[config.mk]
export PLATFORM = sky130hd
export DESIGN_NAME = clock_enable_gen
export DESIGN_NICKNAME = d
export VERILOG_FILES = /design/src/rtl/clock_enable_gen.sv
export SDC_FILE = /design/constraint.sdc
export NUM_CORES = 1
export LEC_CHECK = 0
export CAP_MARGIN = 20
export CORE_UTILIZATION = 45
export CTS_CLUSTER_DIAMETER = 150
export CTS_CLUSTER_SIZE = 40
export DETAILED_ROUTE_END_ITERATION = 12
export PLACE_DENSITY = 0.71
export SKIP_LAST_GASP = 1
export SLEW_MARGIN = 20
export SYNTH_ARGS = -nofsm -noshare
export SYNTH_HDL_FRONTEND = slang
export SYNTH_SLANG_ARGS = --single-unit
[constraint.sdc]
create_clock -name clock -period 4.9 [get_ports clock]
set_input_delay 0.98 -clock clock [delete_from_list [all_inputs] [get_ports clock]]
set_output_delay 0.98 -clock clock [all_outputs]
set_load 0.05 [all_outputs]
[src/rtl/clock_enable_gen.sv]
// clock_enable_gen: per-channel programmable 50%-duty clock dividers with glitch-free divisor update
module clock_enable_gen #(
   parameter int N_CH = 4,
   parameter int DIV_W = 8,
   parameter int DEF_DIV_SHIFT = 0
) (
   input  logic             clock,
   input  logic             reset,
   input  logic             cfg_we,
   input  logic [3:0]       cfg_ch,
   input  logic [DIV_W-1:0] cfg_div,
   input  logic             restart,
   output logic [N_CH-1:0]  div_clk,
   output logic [N_CH-1:0]  tick,
   output logic [N_CH-1:0]  pend,
   output logic [DIV_W-1:0] rd_div
);
   logic [DIV_W-1:0] act [N_CH];
   for (genvar c = 0; c < N_CH; c++) begin : g_ch
      localparam logic [DIV_W-1:0] DEF = DIV_W'(1) << (c + DEF_DIV_SHIFT);
      logic [DIV_W-1:0] d, s, cnt, d_nx;
      logic q, tk, pd, sel, term, q_nx;
      assign sel  = cfg_we && cfg_ch == 4'(c);
      assign term = d != '0 && cnt == d - DIV_W'(1);
      // divisor only changes at a terminal edge, while stopped, or on restart
      assign d_nx = restart ? (sel ? cfg_div : pd ? s : d)
                  : (sel && (d == '0 || term)) ? cfg_div
                  : (term && pd) ? s : d;
      assign q_nx = (restart || d == '0) ? 1'b0 : term ? (d_nx != '0 && !q) : q;
      always_ff @(posedge clock)
         if (reset) begin
            d   <= DEF;
            s   <= DEF;
            cnt <= '0;
            q   <= 1'b0;
            tk  <= 1'b0;
            pd  <= 1'b0;
         end else begin
            d   <= d_nx;
            s   <= sel ? cfg_div : s;
            cnt <= (restart || d == '0 || term) ? '0 : cnt + DIV_W'(1);
            q   <= q_nx;
            tk  <= q_nx && !q;
            pd  <= restart ? 1'b0 : sel ? (d != '0 && !term) : (pd && !term);
         end
      assign act[c]     = d;
      assign div_clk[c] = q;
      assign tick[c]    = tk;
      assign pend[c]    = pd;
   end
   always_comb begin
      rd_div = '0;
      for (int k = 0; k < N_CH; k++) rd_div = (cfg_ch == 4'(k)) ? act[k] : rd_div;
   end
endmodule

==> impl_metrics.json <==
{
  "path_max_fanout": 6,
  "synth_fp_nets": 806,
  "routed_wirelength_mm": 16.76,
  "fmax_ghz": 0.2602,
  "starting_density_of_the_core_pct": 46.12,
  "critical_path.endpoint_type": "flip-flop",
  "cell_internal_pwr_uw": 1370,
  "placed_instance_count": 958,
  "grt_pass1_wl_mm": 27.40,
  "cts-resized-gates": 0,
  "first_global_vias": 5372,
  "clock_tree_from_tritoncts": "done",
  "number_of_buffers_added_for_setup_after_cts": 0,
  "design.portCount": 36,
  "remaining_antenna_violation_count": 0,
  "ys_types": 79,
  "clk_latency_ps": 360,
  "combinationalPowerShare_pct": 13.3,
  "drc": 0,
  "clk_transition_reported_paths_ps": 80,
  "synth_async_reset_ratio_pct": 0,
  "die_area_mm2": 0.01465,
  "fp.dieH_um": 121.0,
  "postSynthCellCount": 782,
  "die_width_um": 121.0,
  "groute.usage.overall_pct": 24.14,
  "ctsRootBufferMaster": "clkbuf_16",
  "stdcell_area_mm2": 0.007154,
  "p_switching_uw": 529.6,
  "worstMarginPinSlew_ps": 915.3,
  "floorplan.core_area_mm2": 0.01383,
  "syn_to_final_growth_pct": 12.18,
  "fin_crit_sh_pct": 78.43,
  "synth_edf_count": 0,
  "grt_setup_unrepaired": "false",
  "worstSetupStartpointType": "flip-flop",
  "setup_tns_ps": 0,
  "detailroute.via_count": 5727,
  "route.detailed.wl_per_inst_um": 17.20,
  "final_cells": 974,
  "drive_above_1_share_pct": 9.446,
  "cts.path.max_buffers": 2,
  "hold_class": "reg2reg",
  "dpl-instance-area_mm2": 0.006865,
  "numPortBuffers": 35,
  "slew-limit-headroom_pct": 37.40,
  "outcome": "finished, final reports clean",
  "grt_antenna_before_repair": 0,
  "avgViaCountPerCell": 5.880,
  "drt_pre_antenna_iters": 6,
  "switching_share_pct": 27.88,
  "dominant_register_cell_in_the_synthesized_netlist": "dfxtp_1",
  "row_count": 43,
  "setup.worst_path.class": "reg2reg",
  "final_nets": 813,
  "detailedRoute.firstIterationViolations": 433,
  "overflow": 0,
  "drv_cap": 0,
  "wp_data_arrival_ps": 4100,
  "cts.htree.levels": 3,
  "holdBufCountCts": 0,
  "vdd_ir_drop_max_mv": 0.1652,
  "synth.avg_cell_area_um2": 8.155,
  "clock_power_share_pct": 37.2,
  "post_synthesis_register_bit_count": 108,
  "setup-violations-final": 0,
  "synth_sequential_area_ratio_pct": 33.90,
  "clkSinkCount": 108,
  "clock_skew_ps": 9.189,
  "num_antenna_cells": 0,
  "power_per_cell_area_mw_per_mm2": 265.6,
  "place.gp.congestion": 0.9233,
  "pin_count_of_the_biggest_net_entering_global_routing": 49,
  "timing.final.max_slew_violations": 0,
  "p_leak_uw": 0.002677,
  "finalHoldViolCount": 0,
  "share_seq_of_total_power_pct": 49.4,
  "cp_data_required_time_ps": 5160,
  "yosys_warnings": 0,
  "timing.final.crit_period_ps": 3843,
  "setup_slack_on_the_worst_flop_to_flop_path_ps": 1060,
  "cts_inserted_buffers": 9,
  "synth.cell_area_mm2": 0.006377,
  "post-dp-hpwl_mm": 11.98
}
## Yosys cell counts, types with 3 or more instances
master / instances / area [um^2]
nor3_1: 11 / 55.05
o21ai_0: 24 / 120.1
mux2i_1: 35 / 350.3
nand2b_1: 5 / 31.28
nand3_1: 30 / 150.1
xor2_1: 32 / 280.3
inv_1: 23 / 86.33
mux2_2: 15 / 168.9
nor2_1: 78 / 292.8
o31a_1: 3 / 26.28
o211ai_1: 6 / 45.04
a211o_1: 3 / 26.28
and2_1: 15 / 93.84
o221ai_1: 10 / 87.58
o2111ai_1: 4 / 35.03
a221oi_1: 5 / 43.79
nor4_1: 6 / 37.54
nand4_1: 5 / 31.28
and3_1: 17 / 106.4
nand2_1: 98 / 367.9
o41ai_1: 3 / 26.28
a22oi_1: 9 / 67.56
dfxtp_1: 108 / 2162
ha_1: 8 / 100.1
buf_4: 12 / 90.09
a2111oi_0: 3 / 26.28
nor2b_1: 11 / 68.82
a21o_1: 3 / 22.52
nand3b_1: 3 / 22.52
buf_1: 3 / 11.26
a211oi_1: 16 / 120.1
o221a_2: 3 / 33.78
a41oi_1: 3 / 26.28
xnor2_1: 27 / 236.5
clkbuf_1: 31 / 116.4
o22ai_1: 3 / 18.77
a21oi_1: 47 / 235.2
a31o_2: 3 / 26.28
or2_2: 8 / 50.05
## power by group through the flow
stage	sequential [uW]	combinational, uW	clock [uW]
5_1_grt	943	278	750
3_5_place_dp	959	249	0
6_report	940	253	707
2_1_floorplan	939	185	0
4_1_cts	938	251	722
3_3_place_gp	959	248	0
## worst paths after layout
check | from | depth (start not counted) | to
hold / removal | g_ch[3].s[6]$_SDFFE_PP0P_ | 2 | g_ch[3].s[6]$_SDFFE_PP0P_
hold reg to reg | g_ch[3].s[6]$_SDFFE_PP0P_ | 2 | g_ch[3].s[6]$_SDFFE_PP0P_
setup / recovery | g_ch[1].d[0]$_SDFF_PP0_ | 12 | g_ch[1].q$_SDFF_PP0_
setup reg to reg | g_ch[1].d[0]$_SDFF_PP0_ | 12 | g_ch[1].q$_SDFF_PP0_
## cells in the final DEF (no fill, tap or decap), types with 6 or more instances in the layout
cell type | netlist | layout
dfxtp_1 | 108 | 108
nand2_1 | 98 | 98
nor2_1 | 78 | 78
a21oi_1 | 47 | 47
mux2i_1 | 35 | 35
xor2_1 | 32 | 32
nand3_1 | 30 | 30
xnor2_1 | 27 | 27
clkdlybuf4s50_1 | 0 | 26
o21ai_0 | 24 | 24
inv_1 | 23 | 23
and3_1 | 17 | 17
a211oi_1 | 16 | 16
mux2_2 | 15 | 15
and2_1 | 15 | 15
buf_4 | 12 | 13
nor2b_1 | 11 | 11
nor3_1 | 11 | 11
o221ai_1 | 10 | 10
a22oi_1 | 9 | 9
clkbuf_16 | 0 | 9
or2_2 | 8 | 8
ha_1 | 8 | 8
buf_12 | 0 | 8
nor4_1 | 6 | 6
o211ai_1 | 6 | 6
## worst max-delay path, stage by stage, from the launching register on
cell and delay [ps]:
dfxtp_1 370, inv_1 100, ha_1 210, nor3b_1 260, nand2_1 140, xnor2_1 140
a2111oi_0 710, a21oi_1 280, a21oi_1 480, a221oi_1 210, nor4_1 400, a41oi_1 200
a31o_2 240
## area by class of cell
| class | count | area, um^2 |
|---|---|---|
| well taps | 180 | 225.2 |
| flip-flops and latches | 108 | 2162 |
| repair buffers | 48 | 523.0 |
| clock inverters | 5 | 46.29 |
| clock buffers | 11 | 242.7 |
| fillers | 1305 | 6673 |
| inverters | 23 | 86.33 |
| multi-input cells | 599 | 3869 |
## stage by stage
stage / setup WS [ps] / hold WS (ps) / total power, uW / util, %
floorplan: 1264 / 431.6 / 1124 / -
global placement: 846.5 / 447.6 / 1207 / 49.65
detailed placement: 803.1 / 447.3 / 1208 / 49.65
CTS: 1097 / 456.9 / 1912 / 51.74
global route: 612.4 / 482.7 / 1970 / 51.74
finish: 1057 / 458.7 / 1900 / 51.74
## metal layers
layer | track usage, % | part of all wire [%] | vias to the layer above
li1 | - | - | 2817
met1 | 32.94 | 46 | 2681
met2 | 37.68 | 45 | 196
met3 | 3.430 | 6.0 | 33
met4 | 10.80 | 2.8 | 0
met5 | 0 | 0 | -
## cells by family after synthesis
group | Yosys count | synth area share (%)
fa+ha+maj | 8 | 1.570
buf+inv | 75 | 5.435
xor+xnor | 59 | 8.103
simple gates | 306 | 23.25
mux | 50 | 8.142
compound gates | 176 | 19.60
flops | 108 | 33.90
## flip-flops by register name, summed over array words and instances (netlist names)
| signal | count |
|---|---|
| g_ch.cnt | 32 |
| g_ch.d | 32 |
| g_ch.pd | 4 |
| g_ch.q | 4 |
| g_ch.s | 32 |
| g_ch.tk | 4 |
(Power assumes the default switching activity.)
